<file path="src/rtl/accum_ctrl_4bit.sv">
// accum_ctrl_4bit: frames a run of input beats between a start pulse and a
// last (or MAX_BEATS-th) beat, summing them modulo 16 through a 4-bit ripple
// carry adder and keeping a sticky carry-out flag for the whole frame.
//
// state   | meaning
// --------+--------------------------------------------------------------
// S_IDLE  | waiting for start; results of the previous frame held
// S_ACCUM | accepting beats (in_ready=1); bubbles hold all registers
// S_DONE  | one-cycle done pulse; result final, no beats accepted
`timescale 1ns/1ps

module ripple_carry_adder_4bit (
  input  logic [3:0] A,
  input  logic [3:0] B,
  input  logic       CIN,
  output logic [3:0] SUM,
  output logic       COUT
);

  logic [4:0] carry;

  // Bitwise full-adder chain, LSB first.
  always_comb begin
    carry    = '0;
    SUM      = '0;
    carry[0] = CIN;
    for (int i = 0; i < 4; i++) begin
      SUM[i]       = A[i] ^ B[i] ^ carry[i];
      carry[i + 1] = (A[i] & B[i]) | (carry[i] & (A[i] ^ B[i]));
    end
  end

  assign COUT = carry[4];

endmodule

module accum_ctrl_4bit #(
  parameter int MAX_BEATS = 8
) (
  input  logic       clk,
  input  logic       rst,
  input  logic       start,
  input  logic       in_valid,
  input  logic [3:0] in_data,
  input  logic       in_last,
  output logic       in_ready,
  output logic [3:0] acc_out,
  output logic       ovf,
  output logic [3:0] beat_cnt,
  output logic       busy,
  output logic       done
);

  typedef enum logic [1:0] {
    S_IDLE  = 2'd0,
    S_ACCUM = 2'd1,
    S_DONE  = 2'd2
  } state_t;

  // Compared in 5 bits so the +1 on a full 4-bit count cannot alias.
  localparam logic [4:0] MAX_B = 5'(MAX_BEATS);

  state_t     state_q, state_d;
  logic [3:0] acc_q, acc_d;
  logic       ovf_q, ovf_d;
  logic [3:0] cnt_q, cnt_d;

  logic [3:0] add_sum;
  logic       add_cout;
  logic [4:0] cnt_inc;
  logic       beat;

  ripple_carry_adder_4bit u_adder (
    .A    (acc_q),
    .B    (in_data),
    .CIN  (1'b0),
    .SUM  (add_sum),
    .COUT (add_cout)
  );

  // Handshake and status decode purely from the registered state.
  assign in_ready = (state_q == S_ACCUM);
  assign busy     = (state_q != S_IDLE);
  assign done     = (state_q == S_DONE);
  assign acc_out  = acc_q;
  assign ovf      = ovf_q;
  assign beat_cnt = cnt_q;

  assign beat    = in_valid & in_ready;
  assign cnt_inc = {1'b0, cnt_q} + 5'd1;

  // Next-state and datapath update; everything holds unless a rule fires.
  always_comb begin
    state_d = state_q;
    acc_d   = acc_q;
    ovf_d   = ovf_q;
    cnt_d   = cnt_q;
    case (state_q)
      S_IDLE: begin
        if (start) begin
          state_d = S_ACCUM;
          acc_d   = '0;
          ovf_d   = 1'b0;
          cnt_d   = '0;
        end
      end
      S_ACCUM: begin
        if (beat) begin
          acc_d = add_sum;
          ovf_d = ovf_q | add_cout;
          cnt_d = cnt_inc[3:0];
          if (in_last || (cnt_inc == MAX_B)) begin
            state_d = S_DONE;
          end
        end
      end
      S_DONE: begin
        state_d = S_IDLE;
      end
      default: begin
        state_d = S_IDLE;
      end
    endcase
  end

  // State register; reset abandons any frame in progress.
  always_ff @(posedge clk or posedge rst) begin
    if (rst) begin
      state_q <= S_IDLE;
    end else begin
      state_q <= state_d;
    end
  end

  // Accumulator, sticky overflow and beat counter registers.
  always_ff @(posedge clk or posedge rst) begin
    if (rst) begin
      acc_q <= '0;
      ovf_q <= 1'b0;
      cnt_q <= '0;
    end else begin
      acc_q <= acc_d;
      ovf_q <= ovf_d;
      cnt_q <= cnt_d;
    end
  end

endmodule

</file>
<file path="config.mk">
export PLATFORM = sky130hd
export DESIGN_NAME = accum_ctrl_4bit
export DESIGN_NICKNAME = d
export VERILOG_FILES = /design/src/rtl/accum_ctrl_4bit.sv
export SDC_FILE = /design/constraint.sdc
export NUM_CORES = 1
export LEC_CHECK = 0
export CORE_MARGIN = 1
export CORE_UTILIZATION = 46
export DETAILED_ROUTE_END_ITERATION = 8
export PLACE_DENSITY_LB_ADDON = 0.2
export SLEW_MARGIN = 20
export SYNTH_ARGS = -nofsm -noshare
export SYNTH_HDL_FRONTEND = slang
export SYNTH_SLANG_ARGS = --single-unit
export TNS_END_PERCENT = 5
</file>
<file path="constraint.sdc">
create_clock -name clk -period 5.91 [get_ports clk]
set_input_delay 1.182 -clock clk [delete_from_list [all_inputs] [get_ports clk]]
set_output_delay 1.182 -clock clk [all_outputs]
set_load 0.02 [all_outputs]
</file>
==> impl_results.md <==
- Slew of the pin with the lowest slew margin: 0.494 ns
- Later-pin clock latency in the skew report: 0.27 ns
- Highest net fanout along the worst path: 1
- Termination of the worst setup path: acc_out[3]$_DFFE_PP0P_
- DP Wirelength: 914 um
- Setup repair after global routing missed its margin: false
- Kind of start point of the critical path: primary input
- Number of failing hold endpoints at the final stage: 0
- Internal reg-to-reg setup slack: 3.59 ns
- Placeable Area: 0.00128 sq mm
- Dominant synthesized flop cell: sky130_fd_sc_hd__dfrtp_1
- Simple-gate portion of the synthesized area: 0.134
- Result of the run: completed
- Sequence of cells on the critical path: clkdlybuf4s50_1 > ha_1 > fa_1 > fa_1 > fa_1 > a22o_1 > a22o_1
- Clock buffers created by TritonCTS: 3
- Die outline area: 0.00153 sq mm
- Total overflow reported by the global router: 0
- First-pass GRT wire length: 2040 um
- Portion of synthesized cell area occupied by the leading cell type: 0.435
- Fraction of the yosys area taken by sequential cells: 0.435
- All-Layer GR Usage: 0.216
- Vias after detailed routing: 498
- Number of enable-type register cells in the synthesized netlist: 0
- Xor/xnor share of the synthesized area: 0
- Fillers: 116
- Crit path setup slack, layout: 2.70 ns
- Library cell appearing most often on the critical path: sky130_fd_sc_hd__fa_1
- Fraction of final layout cells sized beyond drive strength 1: 0.0921
- Top area cells in the synthesized netlist: sky130_fd_sc_hd__dfrtp_1, sky130_fd_sc_hd__a22o_1, sky130_fd_sc_hd__fa_1, sky130_fd_sc_hd__ha_1, sky130_fd_sc_hd__mux2_2
- Average cell area after synthesis: 11.7 sq um
- Cells after synthesis: 54
- Crit. End Element: flip-flop
- Yosys warns: 0
- Clock H-tree levels: 1
- Largest voltage drop on the vdd net: 0.267 mV
- CP max stage delay: 0.45 ns
- Via count of the first global-routing pass: 472
- Antenna violations before repair: 0
- Worst hold path class: reg -> reg
- Placer's final routability congestion estimate: 0.765
- Async set-or-reset flop fraction in the synthesized netlist: 1.00
- Post-synthesis mux area share: 0.0356
- Combinational family with the most area after synthesis: compound AO/OA/AOI/OAI gates
- Total iterations of the first detailed-routing run: 2
- Number of max-cap violations: 0
- Area growth from synthesis to layout: 36.4%
- Top-level I/O count: 21
- Initial cell density of the core: 0.493
- Total clock sinks: 11
- Clock period minus final worst setup slack: 3.21 ns
- Post-synthesis cell type with the largest combined area: sky130_fd_sc_hd__dfrtp_1
- Number of cell instances on the worst register-to-register path: 6
- Placement-stage worst setup slack: 2.38 ns
- Pin count of the biggest net entering global routing: 16
- Final Max Slew Viols: 0
- Width of the chip: 39.1 um
- Number of setup violations in the final report: 0
- Count of antenna diodes in the layout: 0
- Max-slew headroom at the worst pin: 0.670
- Hold-fix buffers, CTS: 0
- Row cnt: 13
- Cell with the largest stage delay on the worst path: sky130_fd_sc_hd__fa_1
- Buffer cell driving the clock tree root: sky130_fd_sc_hd__clkbuf_4
- Clock tree from TritonCTS: yes
- Sum of negative setup slack: 0 ns
- Die height: 39.1 um
- Clk pin slew, worst setup/hold paths: 0.07 ns
- Iteration-0 DRC Markers: 4
- Library cells used by synthesis: 22
- Arrival time reported for the critical path endpoint: 3.38 ns
- Detailed-route DRC error count: 0
- Pwr/cell area: 422 mW/mm^2
- Final layout net count: 91
- Wire length after detailed routing: 1220 um
- Crit share post-route: 0.543
- Antenna violation net count after detailed routing: 0
- Setup Buffers After CTS: 0
- Leakage Power: 0.400 nW
- Maximum clock path buffer count: 2
- Area of the multi-input gates: 335 sq um
- Count of input and output buffers: 20
- Timing startpoint of the critical path: in_data[0]
- List of most frequent post-synthesis cells: sky130_fd_sc_hd__a22o_1, sky130_fd_sc_hd__dfrtp_1, sky130_fd_sc_hd__fa_1, sky130_fd_sc_hd__nor2b_1
- Flip-flop and latch count after synthesis: 11
- Via density per instance: 5.47
- Data required, critical path: 6.08 ns
- Synthesized Nets: 68
- Setup CP Type: in -> reg
- Max frequency: 311 MHz
- Compound-cell area share of the yosys netlist: 0.225
- Reg-to-Reg Start: acc_out[0]$_DFFE_PP0P_
- Most repeated cell in the gate-level netlist after synthesis: sky130_fd_sc_hd__a22o_1
- Worst reg2reg endpoint: acc_out[3]$_DFFE_PP0P_
- Wirelength per Cell: 13.4 um
- Resized cells post-CTS: 0
- Skew final: 0.00486 ns
- Arithmetic-cell share of the synthesized area counting full adders, half adders and majority gates: 0.134
- Flip-flop and latch area: 275 sq um
- Post-synthesis instance area: 633 sq um
cells by family (layout without fill, tap and decap cells):
family / count (synthesis) / in the layout
DFF: 11 / 11
and+or+nand+nor: 15 / 15
AOI/OAI and AO/OA: 17 / 17
adders and majority gates: 5 / 5
muxes: 2 / 2
buffers and inverters: 4 / 26
layer usage:
layer,part of all wire,global-route usage,up-vias
li1,-,-,246
met1,0.48,0.246,239
met2,0.47,0.321,11
met3,0.046,0.121,2
met4,0.0098,0.103,0
met5,0,0,-
power by group:
group	switching, mW	total [mW]	internal (mW)	leakage (nW)
sequential	0.0356	0.135	0.0999	0.142
clock	0.0252	0.0514	0.0262	0.0150
combinational	0.0782	0.178	0.0997	0.242
final cells by class:
cell class | count | area share
tap | 15 | 0.0217
timing repair buffer | 20 | 0.232
multi-input combinational | 39 | 0.388
clock buffer | 4 | 0.0304
sequential | 11 | 0.319
inverter | 2 | 0.00870
flip-flops by register name, summed over array words and instances (netlist names):
signal,count
ovf,1
beat_cnt,4
state_q,2
acc_out,4
critical path, delay by kind of cell:
family | cells | cell delay, ns
AO/OA/AOI/OAI | 2 | 0.38
adder cells (fa/ha/maj) | 4 | 1.42
buffers and inverters | 1 | 0.40
placed cells by master (no fill, tap or decap):
cell	count
sky130_fd_sc_hd__fa_1	3
sky130_fd_sc_hd__ha_1	2
sky130_fd_sc_hd__inv_1	2
sky130_fd_sc_hd__nand2b_1	1
sky130_fd_sc_hd__a22o_1	12
sky130_fd_sc_hd__clkbuf_4	3
sky130_fd_sc_hd__or2_2	1
sky130_fd_sc_hd__mux2_2	2
sky130_fd_sc_hd__nor2b_1	3
sky130_fd_sc_hd__clkbuf_1	1
sky130_fd_sc_hd__a21oi_1	2
sky130_fd_sc_hd__and2b_1	1
sky130_fd_sc_hd__o21bai_2	1
sky130_fd_sc_hd__a41o_1	1
sky130_fd_sc_hd__and3_1	1
sky130_fd_sc_hd__clkdlybuf4s50_1	20
sky130_fd_sc_hd__a31oi_1	1
sky130_fd_sc_hd__nand2_1	2
sky130_fd_sc_hd__dfrtp_1	11
sky130_fd_sc_hd__nor2_1	2
sky130_fd_sc_hd__or3b_1	1
sky130_fd_sc_hd__nand3_1	2
sky130_fd_sc_hd__nand4_1	1
metrics by stage:
| stage | instance area [sq um] | total power [mW] | std cells | utilization | hold WS (ns) |
|---|---|---|---|---|---|
| floorplan | 633 | 0.238 | 54 | - | 0.552 |
| global placement | 837 | 0.310 | 87 | 0.651 | 0.521 |
| detailed placement | 837 | 0.316 | 87 | 0.651 | 0.533 |
| CTS | 863 | 0.369 | 91 | 0.672 | 0.551 |
| global route | 863 | 0.395 | 91 | 0.672 | 0.595 |
| finish | 863 | 0.365 | 91 | 0.672 | 0.543 |
worst min-delay path by stage:
stage / to / slack [ns] / from / cells after the start
finish: ovf$_DFFE_PP0P_ / 0.54 / ovf$_DFFE_PP0P_ / 2
global route: acc_out[0]$_DFFE_PP0P_ / 0.59 / acc_out[0]$_DFFE_PP0P_ / 1
CTS: ovf$_DFFE_PP0P_ / 0.55 / ovf$_DFFE_PP0P_ / 2
detailed placement: ovf$_DFFE_PP0P_ / 0.53 / ovf$_DFFE_PP0P_ / 2
global placement: ovf$_DFFE_PP0P_ / 0.52 / ovf$_DFFE_PP0P_ / 2
floorplan: beat_cnt[2]$_DFFE_PP0P_ / 0.55 / state_q[0]$_DFFE_PP0P_ / 1
No activity file was read; power rests on OpenSTA's default activity.
